===== src/rtl/mc_ctrl_pkg.sv =====
// Shared encodings for the multi-cycle control unit: FSM states, MIPS opcode/funct
// values, instruction classes and the datapath select codes.
package mc_ctrl_pkg;

    typedef enum logic [2:0] {
        S_FETCH  = 3'd0,
        S_DECODE = 3'd1,
        S_EXEC   = 3'd2,
        S_MEM    = 3'd3,
        S_WB     = 3'd4,
        S_HALT   = 3'd7
    } state_t;

    localparam logic [5:0] OP_RTYPE = 6'h00;
    localparam logic [5:0] OP_J     = 6'h02;
    localparam logic [5:0] OP_JAL   = 6'h03;
    localparam logic [5:0] OP_BNE   = 6'h05;
    localparam logic [5:0] OP_ADDI  = 6'h08;
    localparam logic [5:0] OP_XORI  = 6'h0E;
    localparam logic [5:0] OP_LW    = 6'h23;
    localparam logic [5:0] OP_SW    = 6'h2B;

    localparam logic [5:0] FN_JR    = 6'h08;
    localparam logic [5:0] FN_ADD   = 6'h20;
    localparam logic [5:0] FN_SUB   = 6'h22;
    localparam logic [5:0] FN_SLT   = 6'h2A;

    localparam logic [1:0] ALU_ADD  = 2'd0;
    localparam logic [1:0] ALU_SUB  = 2'd1;
    localparam logic [1:0] ALU_XOR  = 2'd2;
    localparam logic [1:0] ALU_SLT  = 2'd3;

    localparam logic [1:0] RD_RT    = 2'd0;
    localparam logic [1:0] RD_RD    = 2'd1;
    localparam logic [1:0] RD_RA    = 2'd2;

    localparam logic [1:0] WB_ALU   = 2'd0;
    localparam logic [1:0] WB_MEM   = 2'd1;
    localparam logic [1:0] WB_PC4   = 2'd2;

    typedef enum logic [3:0] {
        CL_ILL  = 4'd0,
        CL_J    = 4'd1,
        CL_JAL  = 4'd2,
        CL_JR   = 4'd3,
        CL_R    = 4'd4,
        CL_ADDI = 4'd5,
        CL_XORI = 4'd6,
        CL_LW   = 4'd7,
        CL_SW   = 4'd8,
        CL_BNE  = 4'd9
    } iclass_t;

endpackage


===== src/rtl/mc_decode.sv =====
// Combinational instruction decoder: maps the latched instruction to a class code
// and the ALU function that class needs in EXEC and beyond.
module mc_decode
    import mc_ctrl_pkg::*;
(
    input  logic [31:0] ir,
    output logic [3:0]  iclass,
    output logic [1:0]  alu_fn
);

    logic [5:0] op;
    logic [5:0] fn;

    assign op = ir[31:26];
    assign fn = ir[5:0];

    // NOTE: every output gets a default first so no path through the case infers a latch.
    always_comb begin
        iclass = CL_ILL;
        alu_fn = ALU_ADD;
        case (op)
            OP_RTYPE: begin
                case (fn)
                    FN_JR:  iclass = CL_JR;
                    FN_ADD: begin iclass = CL_R; alu_fn = ALU_ADD; end
                    FN_SUB: begin iclass = CL_R; alu_fn = ALU_SUB; end
                    FN_SLT: begin iclass = CL_R; alu_fn = ALU_SLT; end
                    default: ;
                endcase
            end
            OP_J:    iclass = CL_J;
            OP_JAL:  iclass = CL_JAL;
            OP_BNE:  begin iclass = CL_BNE;  alu_fn = ALU_SUB; end
            OP_ADDI: begin iclass = CL_ADDI; alu_fn = ALU_ADD; end
            OP_XORI: begin iclass = CL_XORI; alu_fn = ALU_XOR; end
            OP_LW:   begin iclass = CL_LW;   alu_fn = ALU_ADD; end
            OP_SW:   begin iclass = CL_SW;   alu_fn = ALU_ADD; end
            default: ;
        endcase
    end

endmodule


===== src/rtl/mc_control_fsm.sv =====
// Multi-cycle Moore control FSM: holds the instruction register and steps
// FETCH/DECODE/EXEC/MEM/WB, pulsing pc_we once in each instruction's last cycle.
module mc_control_fsm
    import mc_ctrl_pkg::*;
(
    input  logic        clk,
    input  logic        rst_n,
    input  logic [31:0] instruction,
    input  logic        zero,
    output logic [31:0] ir,
    output logic        pc_we,
    output logic        branch,
    output logic        jump,
    output logic        jr,
    output logic        reg_we,
    output logic [1:0]  reg_dst,
    output logic [1:0]  wb_sel,
    output logic        alu_src,
    output logic [1:0]  alu_op,
    output logic        mem_we,
    output logic [2:0]  state,
    output logic        illegal
);

    state_t      state_q, state_d;
    logic [31:0] ir_q, ir_d;
    logic        illegal_q, illegal_d;
    logic [3:0]  iclass;
    logic [1:0]  alu_fn;
    logic        zero_unused;

    // The fetch stage consumes zero itself; a Moore controller must not look at it.
    assign zero_unused = zero;

    mc_decode u_decode (
        .ir     (ir_q),
        .iclass (iclass),
        .alu_fn (alu_fn)
    );

    // NOTE: state registers use non-blocking assignments so every flop samples pre-edge values.
    always_ff @(posedge clk or negedge rst_n) begin
        if (!rst_n) begin
            state_q   <= S_FETCH;
            ir_q      <= 32'd0;
            illegal_q <= 1'b0;
        end else begin
            state_q   <= state_d;
            ir_q      <= ir_d;
            illegal_q <= illegal_d;
        end
    end

    always_comb begin
        state_d = state_q;
        ir_d    = ir_q;
        case (state_q)
            S_FETCH: begin
                ir_d    = instruction;
                state_d = S_DECODE;
            end
            S_DECODE: begin
                case (iclass)
                    CL_J, CL_JAL, CL_JR: state_d = S_FETCH;
                    CL_ILL:              state_d = S_HALT;
                    default:             state_d = S_EXEC;
                endcase
            end
            S_EXEC: begin
                case (iclass)
                    CL_BNE:       state_d = S_FETCH;
                    CL_LW, CL_SW: state_d = S_MEM;
                    default:      state_d = S_WB;
                endcase
            end
            S_MEM:   state_d = (iclass == CL_LW) ? S_WB : S_FETCH;
            S_WB:    state_d = S_FETCH;
            S_HALT:  state_d = S_HALT;
            default: state_d = S_FETCH;
        endcase
        illegal_d = illegal_q | (state_d == S_HALT);
    end

    always_comb begin
        pc_we   = 1'b0;
        branch  = 1'b0;
        jump    = 1'b0;
        jr      = 1'b0;
        reg_we  = 1'b0;
        reg_dst = RD_RT;
        wb_sel  = WB_ALU;
        alu_src = 1'b0;
        alu_op  = ALU_ADD;
        mem_we  = 1'b0;

        // No ALU output register, so the ALU setup is held from EXEC to the terminal state.
        if (state_q inside {S_EXEC, S_MEM, S_WB}) begin
            alu_op  = alu_fn;
            alu_src = iclass inside {CL_ADDI, CL_XORI, CL_LW, CL_SW};
        end

        case (state_q)
            S_DECODE: begin
                case (iclass)
                    CL_J: begin
                        pc_we = 1'b1;
                        jump  = 1'b1;
                    end
                    CL_JAL: begin
                        pc_we   = 1'b1;
                        jump    = 1'b1;
                        reg_we  = 1'b1;
                        reg_dst = RD_RA;
                        wb_sel  = WB_PC4;
                    end
                    CL_JR: begin
                        pc_we = 1'b1;
                        jump  = 1'b1;
                        jr    = 1'b1;
                    end
                    default: ;
                endcase
            end
            S_EXEC: begin
                if (iclass == CL_BNE) begin
                    branch = 1'b1;
                    pc_we  = 1'b1;
                end
            end
            S_MEM: begin
                if (iclass == CL_SW) begin
                    mem_we = 1'b1;
                    pc_we  = 1'b1;
                end
            end
            S_WB: begin
                reg_we  = 1'b1;
                pc_we   = 1'b1;
                reg_dst = (iclass == CL_R)  ? RD_RD  : RD_RT;
                wb_sel  = (iclass == CL_LW) ? WB_MEM : WB_ALU;
            end
            default: ;
        endcase
    end

    assign ir      = ir_q;
    assign state   = state_q;
    assign illegal = illegal_q;

endmodule

===== config.mk =====
export PLATFORM = sky130hd
export DESIGN_NAME = mc_control_fsm
export DESIGN_NICKNAME = d
export VERILOG_FILES = /design/src/rtl/mc_ctrl_pkg.sv /design/src/rtl/mc_decode.sv /design/src/rtl/mc_control_fsm.sv
export SDC_FILE = /design/constraint.sdc
export NUM_CORES = 1
export LEC_CHECK = 0
export BUFFER_PORTS_ARGS = -buffer_cell sky130_fd_sc_hd__buf_2
export CAP_MARGIN = 15
export CORE_MARGIN = 2
export CORE_UTILIZATION = 42
export DETAILED_ROUTE_END_ITERATION = 16
export PLACE_DENSITY = 0.71
export SYNTH_ARGS = -nofsm -noshare
export SYNTH_HDL_FRONTEND = slang
export SYNTH_SLANG_ARGS = --single-unit

===== constraint.sdc =====
create_clock -name clk -period 2.1 [get_ports clk]
set_input_delay 0.105 -clock clk [delete_from_list [all_inputs] [get_ports clk]]
set_output_delay 0.105 -clock clk [all_outputs]
set_load 0.005 [all_outputs]

==> impl_metrics.tcl <==
set metrics [dict create \
    synthTopCellsByArea "dfrtp_1 50%, mux2_2 20%, nand4b_1 2.4%" \
    fin_cells 303 \
    rows 23 \
    grtUsageTotal_pct 17.4 \
    p_switching_mw 1.47 \
    tns_ns 0 \
    clk_latency_ns 0.28 \
    hold_depth 2 \
    portBuffers 82 \
    seqPwrFrac_pct 35.0 \
    cts_tree "built" \
    clk_path_buf_depth 2 \
    diodes 0 \
    multi_input_area_um2 921 \
    rr_startpoint "ir[31]" \
    cts.sinks 36 \
    fin_util_pct 63.7 \
    regToRegSetupSlack_ns 0.04 \
    register_area_um2 907 \
    ys_top_cells_by_count "36 x dfrtp_1, 32 x mux2_2, 9 x nor2_1" \
    power_frac_clock_pct 19.8 \
    drv_cap 0 \
    drc 0 \
    final.period_utilization_pct 98.0 \
    ios 84 \
    crit_path_start "ir[31]" \
    grt_overflow_total 0 \
    holdCritStartpoint "instruction[8]" \
    syn_to_final_growth_pct 43.5 \
    syn_area_um2 1810 \
    p_leak_nw 1.21 \
    hold_viol_final 0 \
    nets 287 \
    cp_max_fo 10 \
    comb_power_share_pct 45.2 \
    syn_inst 159 \
    synth_ff_type "dfrtp_1" \
    max_freq_ghz 0.486 \
    antenna_found_initial 0 \
    grt_pass1_vias 1555 \
    grt_pass1_wl_um 6930 \
    end_kind "register" \
    powerDensity_nw_per_um2 1620 \
    sw_frac_of_total_pct 34.7 \
    rsz0062_at_grt "true" \
    cts.clk_slew.worst_paths_ns 0.07 \
    skew_ns 0.00514 \
    yosysMostFrequentCell "dfrtp_1" \
    cp-start-kind "register" \
    drt_iter0_drc 78 \
    hold_end "ir[8]" \
    finalWirelength_um 4340 \
    core_um2 4090 \
    worstHoldPathType "input pin to register" \
    vias_per_cell 5.34 \
    cts_buffers 5 \
    yosysUniqueCellTypes 36 \
    pre_cts_slack_ns 0.185 \
    worst_pin_slew_ns 0.785 \
    setup_viol 0 \
    htree_levels 2 \
    synth_edf_count 0 \
    cp_data_arrival_time_ns 2.26 \
    cts-root-buf "clkbuf_8" \
    async_reset_ff_share_pct 100 \
    drv_slew 0 \
    dr.pass1.iters 4 \
    yosys_warnings 0 \
    place_congestion 0.853 \
    crit_chain "and4b_4 > a221o_1 > a21oi_2 > buf_4 > or4b_1 > o21ai_1" \
    die_area_um2 4860 \
    ys_seq_area_share_pct 49.7 \
    yosysTopAreaCellShare_pct 49.7 \
    layout-drive-gt1-share_pct 62.5 \
    wl_per_cell_um 14.3 \
    period_minus_slack_ns 2.06 \
    vias 1617 \
    fillCellCount 341 \
    start_util_pct 44.4 \
    r2r_end "state[0]" \
    cp.required_ns 2.30 \
    die_x_um 69.7 \
    worst_slack_ns 0.0422 \
    crit_type "register to register" \
    cpPeakStageDelay_ns 0.49 \
    synth_fp_nets 194 \
    dpl.cell_count 285 \
    status "finished clean" \
    slew_headroom_pct 47.7 \
    die_h_um 69.7 \
    synth_top_area_cell "dfrtp_1" \
    power.total_mw 4.23 \
    grt_max_degree 37 \
    dpl.hpwl_um 3030 \
    syn_avg_cell_area_um2 11.4 \
    ant_nets 0 \
    cp_slowest_cell "dfrtp_2" \
    worstRegToRegCells 6 \
    vdd_drop_max_mv 0.876 \
    p_int_mw 2.76 \
    yosys_register_bits 36 \
]
[stage by stage]
stage	hold slack [ns]	cell area [um2]
after global placement	0.238	2280
after floorplan	-0.191	1810
after detailed placement	0.226	2280
final	0.0523	2600
after CTS	0.0390	2480
after global routing	0.0407	2600
[area by class of cell]
| class | instances | area share, % |
|---|---|---|
| clock buffer | 5 | 2.64 |
| clock inverter | 3 | 3.46 |
| inverter | 4 | 0.577 |
| multi-input combinational | 108 | 35.4 |
| sequential | 36 | 34.8 |
| tap | 50 | 2.40 |
| timing repair buffer | 97 | 20.7 |
[routing by layer]
metal,global-route usage (%),share of wire [%],routed length (um)
met5,0,0,0
met4,4.49,0.62,27
met3,5.67,8.3,359
met2,27.9,48,2080
met1,23.0,43,1870
[power by group through the flow]
stage | logic (mW) | clock network, mW | registers (mW)
2_1_floorplan | 1.15 | 0 | 1.34
4_1_cts | 1.74 | 0.858 | 1.46
3_5_place_dp | 1.72 | 0 | 1.44
3_3_place_gp | 1.69 | 0 | 1.43
5_1_grt | 2.09 | 0.891 | 1.55
6_report | 1.91 | 0.835 | 1.48
[sequential cells by signal, summed over array words and instances (netlist names)]
register,flops
ir,32
state,3
illegal,1
[cells in the final DEF, fill, tap and decap left out, drive strengths merged, types with 2 or more instances in the layout]
cell type / netlist / layout
nand4: 3 / 3
mux2: 32 / 32
a22oi: 2 / 2
bufinv: 0 / 3
a221o: 2 / 2
nor3b: 3 / 3
nor2b: 4 / 4
buf: 9 / 95
inv: 4 / 4
nor4b: 2 / 2
clkbuf: 2 / 6
nor2: 9 / 9
nor3: 6 / 6
and4b: 2 / 2
nand3: 5 / 5
nand4b: 5 / 5
o21ai: 6 / 6
dfrtp: 36 / 36
a21oi: 6 / 6
or4b: 2 / 2
nand2: 5 / 5
nor4: 3 / 3
[kinds of logic after synthesis]
family	share of synthesized area, %
AND/OR/NAND/NOR	18.0
multiplexers	20.4
flip-flops	49.7
AO/OA/AOI/OAI	7.45
buffers and inverters	4.00
XOR/XNOR	0.483
[timing repair]
item                       CTS  global route
hold endpoints to repair    36             0
resized for setup            8            15
hold buffers                 1             0
buffers inserted             0             9
gates cloned                 0             0
setup endpoints to repair    9            10
pin swaps                    0             9
[worst max path at each step]
stage	to	slack (ns)	depth (start not counted)
finish	state[0]	0.04	6
floorplan	state[1]	0.32	6
global placement	alu_op[1]	0.20	6
global route	reg_we	-0.03	6
CTS	pc_we	0.008	6
detailed placement	state[0]	0.18	5
[critical path, delay by kind of cell, from the launching register on]
family | cells | cell delay [ns]
buf+inv | 1 | 0.16
simple gates | 2 | 0.68
compound gates | 3 | 0.65
flops | 1 | 0.49
(Power assumes the default switching activity.)
